## src/rtl/cvm300_frame_sequencer.sv

```systemverilog
// cvm300_frame_sequencer: sequences one CVM300 frame capture (FIFO reset, FRAME_REQ, line tracking, status).
// Define CVM_SEQ_CONTINUOUS_EN to re-arm frames back-to-back while start stays high.
module cvm300_frame_sequencer #(
  parameter int unsigned RST_CYCLES      = 16,
  parameter int unsigned SETTLE_CYCLES   = 16,
  parameter int unsigned REQ_WIDTH       = 1,
  parameter int unsigned LINES_PER_FRAME = 488,
  parameter int unsigned TIMEOUT_CYCLES  = 1000000,
  parameter int unsigned CNT_W           = 16
) (
  input  logic             FSM_Clk,
  input  logic             reset,
  input  logic             start,
  input  logic             abort,
  input  logic             data_valid,
  input  logic             fifo_full,
  output logic             fifo_wr_rst,
  output logic             fifo_rd_rst,
  output logic             frame_req,
  output logic             busy,
  output logic             frame_done,
  output logic             timeout_err,
  output logic             overflow_err,
  output logic [CNT_W-1:0] line_count,
  output logic [CNT_W-1:0] frame_count,
  output logic [7:0]       state_dbg
);
  typedef enum logic [2:0] {
    IDLE      = 3'd0,
    FIFO_RST  = 3'd1,
    SETTLE    = 3'd2,
    REQ       = 3'd3,
    WAIT_DATA = 3'd4,
    CAPTURE   = 3'd5,
    DONE      = 3'd6,
    ERROR     = 3'd7
  } state_t;
  localparam logic [CNT_W-1:0] LPF = CNT_W'(LINES_PER_FRAME);
  state_t state_q, state_d;
  logic [2:0] start_sync_q, start_sync_d, dv_sync_q, dv_sync_d;
  logic [1:0] abort_sync_q, abort_sync_d;
  logic [31:0] cnt_q, cnt_d;
  logic [CNT_W-1:0] line_count_q, line_count_d, frame_count_q, frame_count_d;
  logic timeout_err_q, timeout_err_d, overflow_err_q, overflow_err_d;
  logic start_rise, abort_s, dv_rise, dv_fall, rearm;
  assign start_rise = start_sync_q[1] & ~start_sync_q[2];
  assign abort_s    = abort_sync_q[1];
  assign dv_rise    = dv_sync_q[1] & ~dv_sync_q[2];
  assign dv_fall    = ~dv_sync_q[1] & dv_sync_q[2];
`ifdef CVM_SEQ_CONTINUOUS_EN
  assign rearm = start_sync_q[1] & ~abort_s;
`else
  assign rearm = 1'b0;
`endif
  always_comb begin
    start_sync_d   = {start_sync_q[1:0], start};
    abort_sync_d   = {abort_sync_q[0], abort};
    dv_sync_d      = {dv_sync_q[1:0], data_valid};
    state_d        = state_q;
    cnt_d          = cnt_q + 32'd1;
    line_count_d   = line_count_q;
    frame_count_d  = frame_count_q;
    timeout_err_d  = timeout_err_q;
    overflow_err_d = overflow_err_q | (fifo_full & (state_q == WAIT_DATA || state_q == CAPTURE));
    case (state_q)
      IDLE: begin
        cnt_d = '0;
        if (start_rise && !abort_s) begin
          state_d        = FIFO_RST;
          timeout_err_d  = 1'b0;
          overflow_err_d = 1'b0;
          line_count_d   = '0;
        end
      end
      FIFO_RST: if (cnt_q == RST_CYCLES - 1) begin
        state_d = SETTLE;
        cnt_d   = '0;
      end
      SETTLE: if (cnt_q == SETTLE_CYCLES - 1) begin
        state_d = REQ;
        cnt_d   = '0;
      end
      REQ: if (cnt_q == REQ_WIDTH - 1) begin
        state_d = WAIT_DATA;
        cnt_d   = '0;
      end
      WAIT_DATA: begin
        if (dv_rise) begin
          state_d = CAPTURE;
          cnt_d   = '0;
        end else if (cnt_q == TIMEOUT_CYCLES - 1) state_d = ERROR;
      end
      CAPTURE: begin
        if (dv_rise || dv_fall) cnt_d = '0;
        else if (cnt_q == TIMEOUT_CYCLES - 1) state_d = ERROR;
        if (dv_fall) begin
          line_count_d = line_count_q + 1'b1;
          if (line_count_d == LPF) state_d = DONE;
        end
      end
      DONE: begin
        cnt_d         = '0;
        frame_count_d = frame_count_q + 1'b1;
        state_d       = rearm ? FIFO_RST : IDLE;
        line_count_d  = rearm ? '0 : line_count_q;
      end
      ERROR: begin
        cnt_d         = '0;
        timeout_err_d = 1'b1;
        state_d       = IDLE;
      end
      default: state_d = IDLE;
    endcase
    // DONE already committed its pulse, so abort only cancels frames still in flight
    if (abort_s && state_q != IDLE && state_q != DONE) begin
      state_d      = IDLE;
      cnt_d        = '0;
      line_count_d = line_count_q;
    end
  end
  always_ff @(posedge FSM_Clk or posedge reset) begin
    if (reset) begin
      state_q        <= IDLE;
      start_sync_q   <= '0;
      abort_sync_q   <= '0;
      dv_sync_q      <= '0;
      cnt_q          <= '0;
      line_count_q   <= '0;
      frame_count_q  <= '0;
      timeout_err_q  <= 1'b0;
      overflow_err_q <= 1'b0;
    end else begin
      state_q        <= state_d;
      start_sync_q   <= start_sync_d;
      abort_sync_q   <= abort_sync_d;
      dv_sync_q      <= dv_sync_d;
      cnt_q          <= cnt_d;
      line_count_q   <= line_count_d;
      frame_count_q  <= frame_count_d;
      timeout_err_q  <= timeout_err_d;
      overflow_err_q <= overflow_err_d;
    end
  end
  assign fifo_wr_rst  = state_q == FIFO_RST;
  assign fifo_rd_rst  = state_q == FIFO_RST;
  assign frame_req    = state_q == REQ;
  assign busy         = state_q != IDLE;
  assign frame_done   = state_q == DONE;
  assign timeout_err  = timeout_err_q;
  assign overflow_err = overflow_err_q;
  assign line_count   = line_count_q;
  assign frame_count  = frame_count_q;
  assign state_dbg    = {5'd0, state_q};
endmodule

```

## config.mk

```make
export PLATFORM = sky130hd
export DESIGN_NAME = cvm300_frame_sequencer
export DESIGN_NICKNAME = d
export VERILOG_FILES = /design/src/rtl/cvm300_frame_sequencer.sv
export SDC_FILE = /design/constraint.sdc
export NUM_CORES = 1
export LEC_CHECK = 0
export CAP_MARGIN = 0
export CORE_MARGIN = 2
export CORE_UTILIZATION = 55
export CTS_CLUSTER_SIZE = 25
export DETAILED_ROUTE_END_ITERATION = 10
export PLACE_DENSITY_LB_ADDON = 0.15
export SLEW_MARGIN = 25
export SYNTH_ARGS = -nofsm -noshare
export SYNTH_HDL_FRONTEND = slang
export SYNTH_SLANG_ARGS = --single-unit
```

## constraint.sdc

```tcl
create_clock -name FSM_Clk -period 3.4 [get_ports FSM_Clk]
set_input_delay 0.85 -clock FSM_Clk [delete_from_list [all_inputs] [get_ports FSM_Clk]]
set_output_delay 0.85 -clock FSM_Clk [all_outputs]
set_load 0.01 [all_outputs]
```

==> flow_summary.toml, run 1 <==
[sta]
fin_ws_ns = 0.5937
period_needed_ns = 2.806
final_hold_viol_count = 0
worst_clock_skew_ns = 0.01039
finalHoldWorstSlack_ns = 0.3519
fmax_ghz = 0.3563
finalSetupTns_ns = 0
post-route-period-util_pct = 82.54
setup-violations-final = 0
report.final.slew_viol_count = 0
max_slew.worst_pin.slew_ns = 0.7080
rsz0062_at_grt = "false"
max-slew-margin-rel_pct = 52.73

[logic_synthesis]
syn_avg_cell_area_um2 = 9.553
synth_cell_type_count = 50
synth_seq_cells = 77
synthAdderAreaFrac_pct = 1.849
synth-main-ff-cell = "dfrtp_1"
share_of_async_settable_or_async_resettable_flops_after_synthesis_pct = 100.0
synth_warnings = 0
fraction_of_synthesized_area_in_multiplexers_pct = 0.5239
synth-edff-count = 0
synth.cell_area_um2 = 4060
synth_compound_area_share_pct = 9.522
post_synth_and_or_nand_nor_area_fraction_pct = 25.30
synth_seq_area_share_pct = 47.46
syn-instance-count = 425
synth_top_family_by_area = "simple AND/OR/NAND/NOR gates"
synth_xor_area_share_pct = 11.00

[critical_path]
timing.critical_path.slowest_stage_cell = "dfrtp_1"
critPathMaxFanout = 14
critPathLaunch = "state_q[1]$_DFFE_PP0P_"
worstSetupEndpointType = "output pin"
worst-r2r-setup-slack_ns = 0.84
reg2reg_depth = 7
worst_r2r_startpoint = "cnt_q[23]$_DFF_PP0_"
worst_ep_required_time_ns = 2.55
startpoint_type = "flop"
timing.critical_path.buf_inv = 1
cp_top_family = "flip-flops"
cell_chain_critical_path = "and3b_1 -> clkdlybuf4s50_1"
worstSetupPathType = "reg2out"
rr_endpoint = "cnt_q[2]$_DFF_PP0_"
timing.critical_path.slowest_cell_delay_ns = 0.64
critical_path_cell_count = 2
worstPathArrival_ns = 1.96

[finish]
final_net_count = 479
antenna_cells_inserted = 0
filler_cell_count = 598
layoutNonFillerInstCount = 570
drive_gt1_share_pct = 8.068
ff_latch_area_um2 = 1927
area_growth_pct = 16.67
multiInputGateArea_um2 = 1976

[pwr]
irDropWorstVdd_mv = 0.3356
total_switching_power_mw = 0.5302
pwr-share-comb_pct = 14.2
clock_power_share_pct = 32.8
netSwitchingFraction_pct = 28.97
power_report.internal_total_mw = 1.300
p_leak_nw = 1.973
powerDensity_nw_per_um2 = 386.4
share_seq_of_total_power_pct = 53.0

[clock_network]
clk-insertion-delay-late_ns = 0.34
clock_tree.htree_level_count = 3
cts_tree = "yes"
numCtsBuffers = 9
post_cts.resized_instances = 0
clock_tree.root_cell = "clkbuf_8"
cts_setup_buffers = 0
cts.hold.buffers_added = 0
clkTransAtPathRegs_ns = 0.08
clock_path_buffers = 2
clock_sinks = 77

[place]
gpl.final_weighted_congestion = 0.8291
portBuffers = 47
place.detailed.instances = 555
place_hpwl_um = 5569
place_ws_ns = 0.8329

[floorplan]
initial_core_util_pct = 56.28
placement_rows = 31
coreArea_um2 = 7214
die_h_um = 89.92
fp.dieArea_um2 = 8086
die_width_um = 89.92
ioPinCount = 53

[grt]
grt_first_pass_wirelength_um = 14130
first_global_vias = 2945
global_route.overflow_total = 0
groute.usage.overall_pct = 21.35
grt_antenna_before_repair = 0
grt_max_degree = 46

[detailed_routing]
finalWirelength_um = 7984
wl_per_instance_um = 14.01
antenna_left = 0
post-route-drc-count = 0
detailedRoute.firstIterationViolations = 157
detailedRoute.firstPassIterationCount = 4
viasPerCell = 5.481
overall_via_count_from_detail_route = 3124

[min_path]
hold_depth = 0
holdCritStartpoint = "start_sync_q[0]$_DFF_PP0_"
worstHoldPathType = "reg2reg"
timing.hold.worst_endpoint = "start_sync_q[1]$_DFF_PP0_"

[flow_run]
timing.max_cap.violations = 0

[outcome]
run_status = "complete, no violations"
==> per-stage QoR <==
step / area [um2] / util (%) / total power [mW]
floorplan: 4075 / - / 1.197
global placement: 4573 / 63.39 / 1.246
detailed placement: 4573 / 63.39 / 1.253
CTS: 4737 / 65.66 / 1.854
global route: 4737 / 65.66 / 1.929
finish: 4737 / 65.66 / 1.830
==> power groups by stage <==
stage	logic [mW]	clock network [mW]	registers, mW
5_1_grt	0.287	0.663	0.978
2_1_floorplan	0.230	0	0.967
3_5_place_dp	0.265	0	0.988
6_report	0.260	0.600	0.970
3_3_place_gp	0.258	0	0.988
4_1_cts	0.266	0.618	0.970
==> state kept, by name (all words and copies together) (netlist names) <==
signal	count
abort_sync_q	2
frame_count	16
line_count	16
overflow_err	1
timeout_err	1
start_sync_q	3
state_q	3
cnt_q	32
dv_sync_q	3
==> area by class of cell <==
type	instances	area share, %
Tap cell	99	2.615
Clock buffer	10	2.694
Timing Repair Buffer	50	10.67
Sequential cell	77	40.68
Multi-Input combinational cell	318	41.71
Clock inverter	5	0.7660
Inverter	11	0.8716
==> kinds of logic (layout without fill, tap and decap cells) <==
group,Yosys count,count (layout)
AOI/OAI and AO/OA,58,58
xor gates and xnor gates,51,51
adders and majority gates,6,6
buffers and inverters,34,76
DFF,77,77
muxes,2,2
other,1,5
and+or+nand+nor,196,196
==> metal layers <==
metal  up-vias  GRT usage (%)  share of wire [%]
li1       1561              -                  -
met1      1501          30.29                 48
met2        55          33.33                 47
met3         7          4.526                3.9
met4         0          6.538                1.1
met5         -              0                  0
==> layout by cell type, fill, tap and decap left out, types with 2 or more instances in the layout <==
master / synthesis / layout
nand3_1: 29 / 29
nand2b_1: 3 / 3
o41ai_1: 3 / 3
xor2_1: 26 / 26
or3_1: 3 / 3
nor3_1: 11 / 11
ha_1: 6 / 6
xnor2_1: 25 / 25
nand4_1: 16 / 16
o21ai_0: 24 / 24
buf_4: 6 / 2
and3_1: 11 / 11
and2_1: 3 / 3
nand2_1: 34 / 34
nor4_1: 9 / 9
nor2_2: 10 / 10
nor2b_1: 5 / 5
clkdlybuf4s50_1: 0 / 47
nor2_1: 43 / 43
conb_1: 1 / 5
clkinvlp_4: 0 / 3
inv_1: 11 / 10
clkbuf_8: 0 / 9
o2111ai_1: 2 / 2
a22o_1: 2 / 2
nor3b_1: 2 / 2
o21a_1: 2 / 2
a31oi_1: 5 / 5
and4_1: 7 / 7
dfrtp_1: 77 / 77
o31ai_1: 6 / 6
a21oi_1: 7 / 7
==> synthesized netlist by cell type (9+ instances only) <==
| master | instances | area, um2 |
|---|---|---|
| nand2_1 | 34 | 127.6 |
| nand4_1 | 16 | 100.1 |
| nor2_2 | 10 | 62.56 |
| nand3_1 | 29 | 145.1 |
| dfrtp_1 | 77 | 1927 |
| o21ai_0 | 24 | 120.1 |
| clkbuf_1 | 14 | 52.55 |
| and3_1 | 11 | 68.82 |
| nor3_1 | 11 | 55.05 |
| nor2_1 | 43 | 161.4 |
| nor4_1 | 9 | 56.30 |
| inv_1 | 11 | 41.29 |
| xor2_1 | 26 | 227.7 |
| xnor2_1 | 25 | 219.0 |
==> how the worst max path moves through the flow <==
stage	endpoint	slack (ns)
after floorplan	abort_sync_q[0]$_DFF_PP0_	0.58
after global routing	frame_done	0.49
after CTS	frame_done	0.57
after detailed placement	cnt_q[22]$_DFF_PP0_	0.83
after global placement	cnt_q[13]$_DFF_PP0_	0.92
final	frame_done	0.59
Note: power is estimated with default switching activity, not from simulation.
==> run 2, diff against run 1 <==
--- a/config.mk
+++ b/config.mk
@@ -7,7 +7,7 @@
 export LEC_CHECK = 0
 export CAP_MARGIN = 0
 export CORE_MARGIN = 2
-export CORE_UTILIZATION = 55
+export CORE_UTILIZATION = 50
 export CTS_CLUSTER_SIZE = 25
 export DETAILED_ROUTE_END_ITERATION = 10
 export PLACE_DENSITY_LB_ADDON = 0.15
==> constraint.sdc (replaced) <==
create_clock -name FSM_Clk -period 2.5 [get_ports FSM_Clk]
set_input_delay 0.625 -clock FSM_Clk [delete_from_list [all_inputs] [get_ports FSM_Clk]]
set_output_delay 0.625 -clock FSM_Clk [all_outputs]
set_load 0.01 [all_outputs]
==> flow_summary.toml, run 2 (synthesis results as in run 1) <==
[finish]
layoutNonFillerInstCount = 584
final_common_cell = "dfrtp_1"
flip_flop_count_of_the_largest_register_after_layout = 32
drive_gt1_share_pct = 11.00
filler_cell_count = 694
final_net_count = 489
top_register = "cnt_q"
finish.utilization_pct = 62.21
highest_count_cells_in_the_layout_ignoring_fill_and_taps = "dfrtp_1, clkdlybuf4s50_1, nor2_1"
area_growth_pct = 19.63
antenna_cells_inserted = 0

[place]
place.detailed.instances = 564
place_ws_ns = 0.1351
portBuffers = 47
place_hpwl_um = 5631
gpl.final_weighted_congestion = 0.8786

[grt]
global_route.overflow_total = 0
grt_max_degree = 46
grt_first_pass_wirelength_um = 13770
grt_antenna_before_repair = 0
first_global_vias = 2899
groute.usage.overall_pct = 19.80

[pwr]
total_switching_power_mw = 0.7654
clock_power_share_pct = 33.8
share_seq_of_total_power_pct = 50.6
power.total_mw = 2.579
irDropWorstVdd_mv = 0.3593
p_leak_nw = 2.042
netSwitchingFraction_pct = 29.68
powerDensity_nw_per_um2 = 531.0
power_report.internal_total_mw = 1.814
pwr-share-comb_pct = 15.6

[clock_network]
clock_tree.htree_level_count = 3
numCtsBuffers = 9
clock_tree.root_cell = "clkbuf_8"
cts.hold.buffers_added = 0
clk-insertion-delay-late_ns = 0.35
clock_path_buffers = 2
cts_tree = "yes"
clkTransAtPathRegs_ns = 0.08
clock_sinks = 77

[critical_path]
cell_chain_critical_path = "or3_1 -> clkdlybuf4s50_1"
startpoint_type = "flop"
critPathMaxFanout = 11
cp_top_family = "buffers and inverters"
timing.critical_path.slowest_cell_delay_ns = 0.50
timing.critical_path.slowest_stage_cell = "clkdlybuf4s50_1"
timing.critical_path.buf_inv = 1
worstSetupEndpointType = "output pin"
worstPathArrival_ns = 1.80
worstSetupPathType = "reg2out"
worst_ep_required_time_ns = 1.88

[sta]
setup-violations-final = 0
rsz0062_at_grt = "false"
max-slew-margin-rel_pct = 61.57
period_needed_ns = 2.422
fin_ws_ns = 0.07819
final_hold_viol_count = 0
post-route-period-util_pct = 96.87
report.final.slew_viol_count = 0
max_slew.worst_pin.slew_ns = 0.5752
finalSetupTns_ns = 0
worst_clock_skew_ns = 0.006637
fmax_ghz = 0.4129

[floorplan]
initial_core_util_pct = 52.00
coreArea_um2 = 7807
die_h_um = 94.11
ioPinCount = 53
die_width_um = 94.11
fp.dieArea_um2 = 8857
placement_rows = 32

[min_path]
worstHoldPathType = "reg2reg"

[detailed_routing]
detailedRoute.firstIterationViolations = 153
wl_per_instance_um = 13.81
overall_via_count_from_detail_route = 3179
finalWirelength_um = 8063
antenna_left = 0
viasPerCell = 5.443
post-route-drc-count = 0
detailedRoute.firstPassIterationCount = 4

[flow_run]
timing.max_cap.violations = 0

[outcome]
run_status = "complete, no violations"
-- run 2: metal layers --
metal | share of wire, % | global-route usage (%) | vias up
met5 | 0 | 0 | -
met4 | 2.1 | 7.488 | 0
met3 | 3.7 | 4.575 | 14
met2 | 45 | 29.46 | 62
met1 | 49 | 28.14 | 1517
li1 | - | - | 1586
-- run 2: final timing paths --
path,startpoint,end,slack [ns],depth (start not counted)
hold / removal,dv_sync_q[0]$_DFF_PP0_,dv_sync_q[1]$_DFF_PP0_,0.35,0
setup reg to reg,cnt_q[27]$_DFF_PP0_,cnt_q[29]$_DFF_PP0_,0.12,7
min in group asynchronous,reset,frame_count[11]$_DFFE_PP0P_,0.65,2
max in group asynchronous,reset,state_q[2]$_DFFE_PP0P_,1.25,3
setup / recovery,state_q[2]$_DFFE_PP0P_,busy,0.08,2
hold reg to reg,dv_sync_q[0]$_DFF_PP0_,dv_sync_q[1]$_DFF_PP0_,0.35,0
-- run 2: power groups by stage --
stage	registers, mW	clock network (mW)	logic [mW]
2_1_floorplan	1.32	0	0.313
3_3_place_gp	1.33	0	0.400
3_5_place_dp	1.33	0	0.405
4_1_cts	1.31	0.898	0.409
5_1_grt	1.31	0.971	0.451
6_report	1.31	0.872	0.402
-- run 2: cell type report --
class                   instances  area, um2  area share, %
well taps                     102      127.6          2.628
flip-flops and latches         77       1928          39.70
clock buffers                   9      123.9          2.550
inverters                      11      45.04         0.9274
multi-input cells             318       1982          40.80
clock inverters                 7      57.56          1.185
repair buffers                 60      593.1          12.21
-- run 2: what timing repair did --
action	4_1_cts	5_1_grt
setup buffers	0	4
resized for setup	1	2
setup endpoints to repair	3	4
pin swaps	0	0
hold endpoints to repair	0	0
-- run 2: stage by stage --
step	hold WS, ns	instance area, um2
2_1_floorplan	0.3312	4079
3_3_place_gp	0.3325	4638
3_5_place_dp	0.3347	4638
4_1_cts	0.3547	4821
5_1_grt	0.3667	4857
6_report	0.3533	4857
==> run 3, diff against run 2 <==
--- a/config.mk
+++ b/config.mk
@@ -10,6 +10,8 @@
 export CORE_UTILIZATION = 50
 export CTS_CLUSTER_SIZE = 25
 export DETAILED_ROUTE_END_ITERATION = 10
+export GPL_TIMING_DRIVEN = 1
+export HOLD_SLACK_MARGIN = 0.1
 export PLACE_DENSITY_LB_ADDON = 0.15
 export SLEW_MARGIN = 25
 export SYNTH_ARGS = -nofsm -noshare
==> results of run 3 <==
No change in the layout: final DEF, timing and power equal those of run 2.
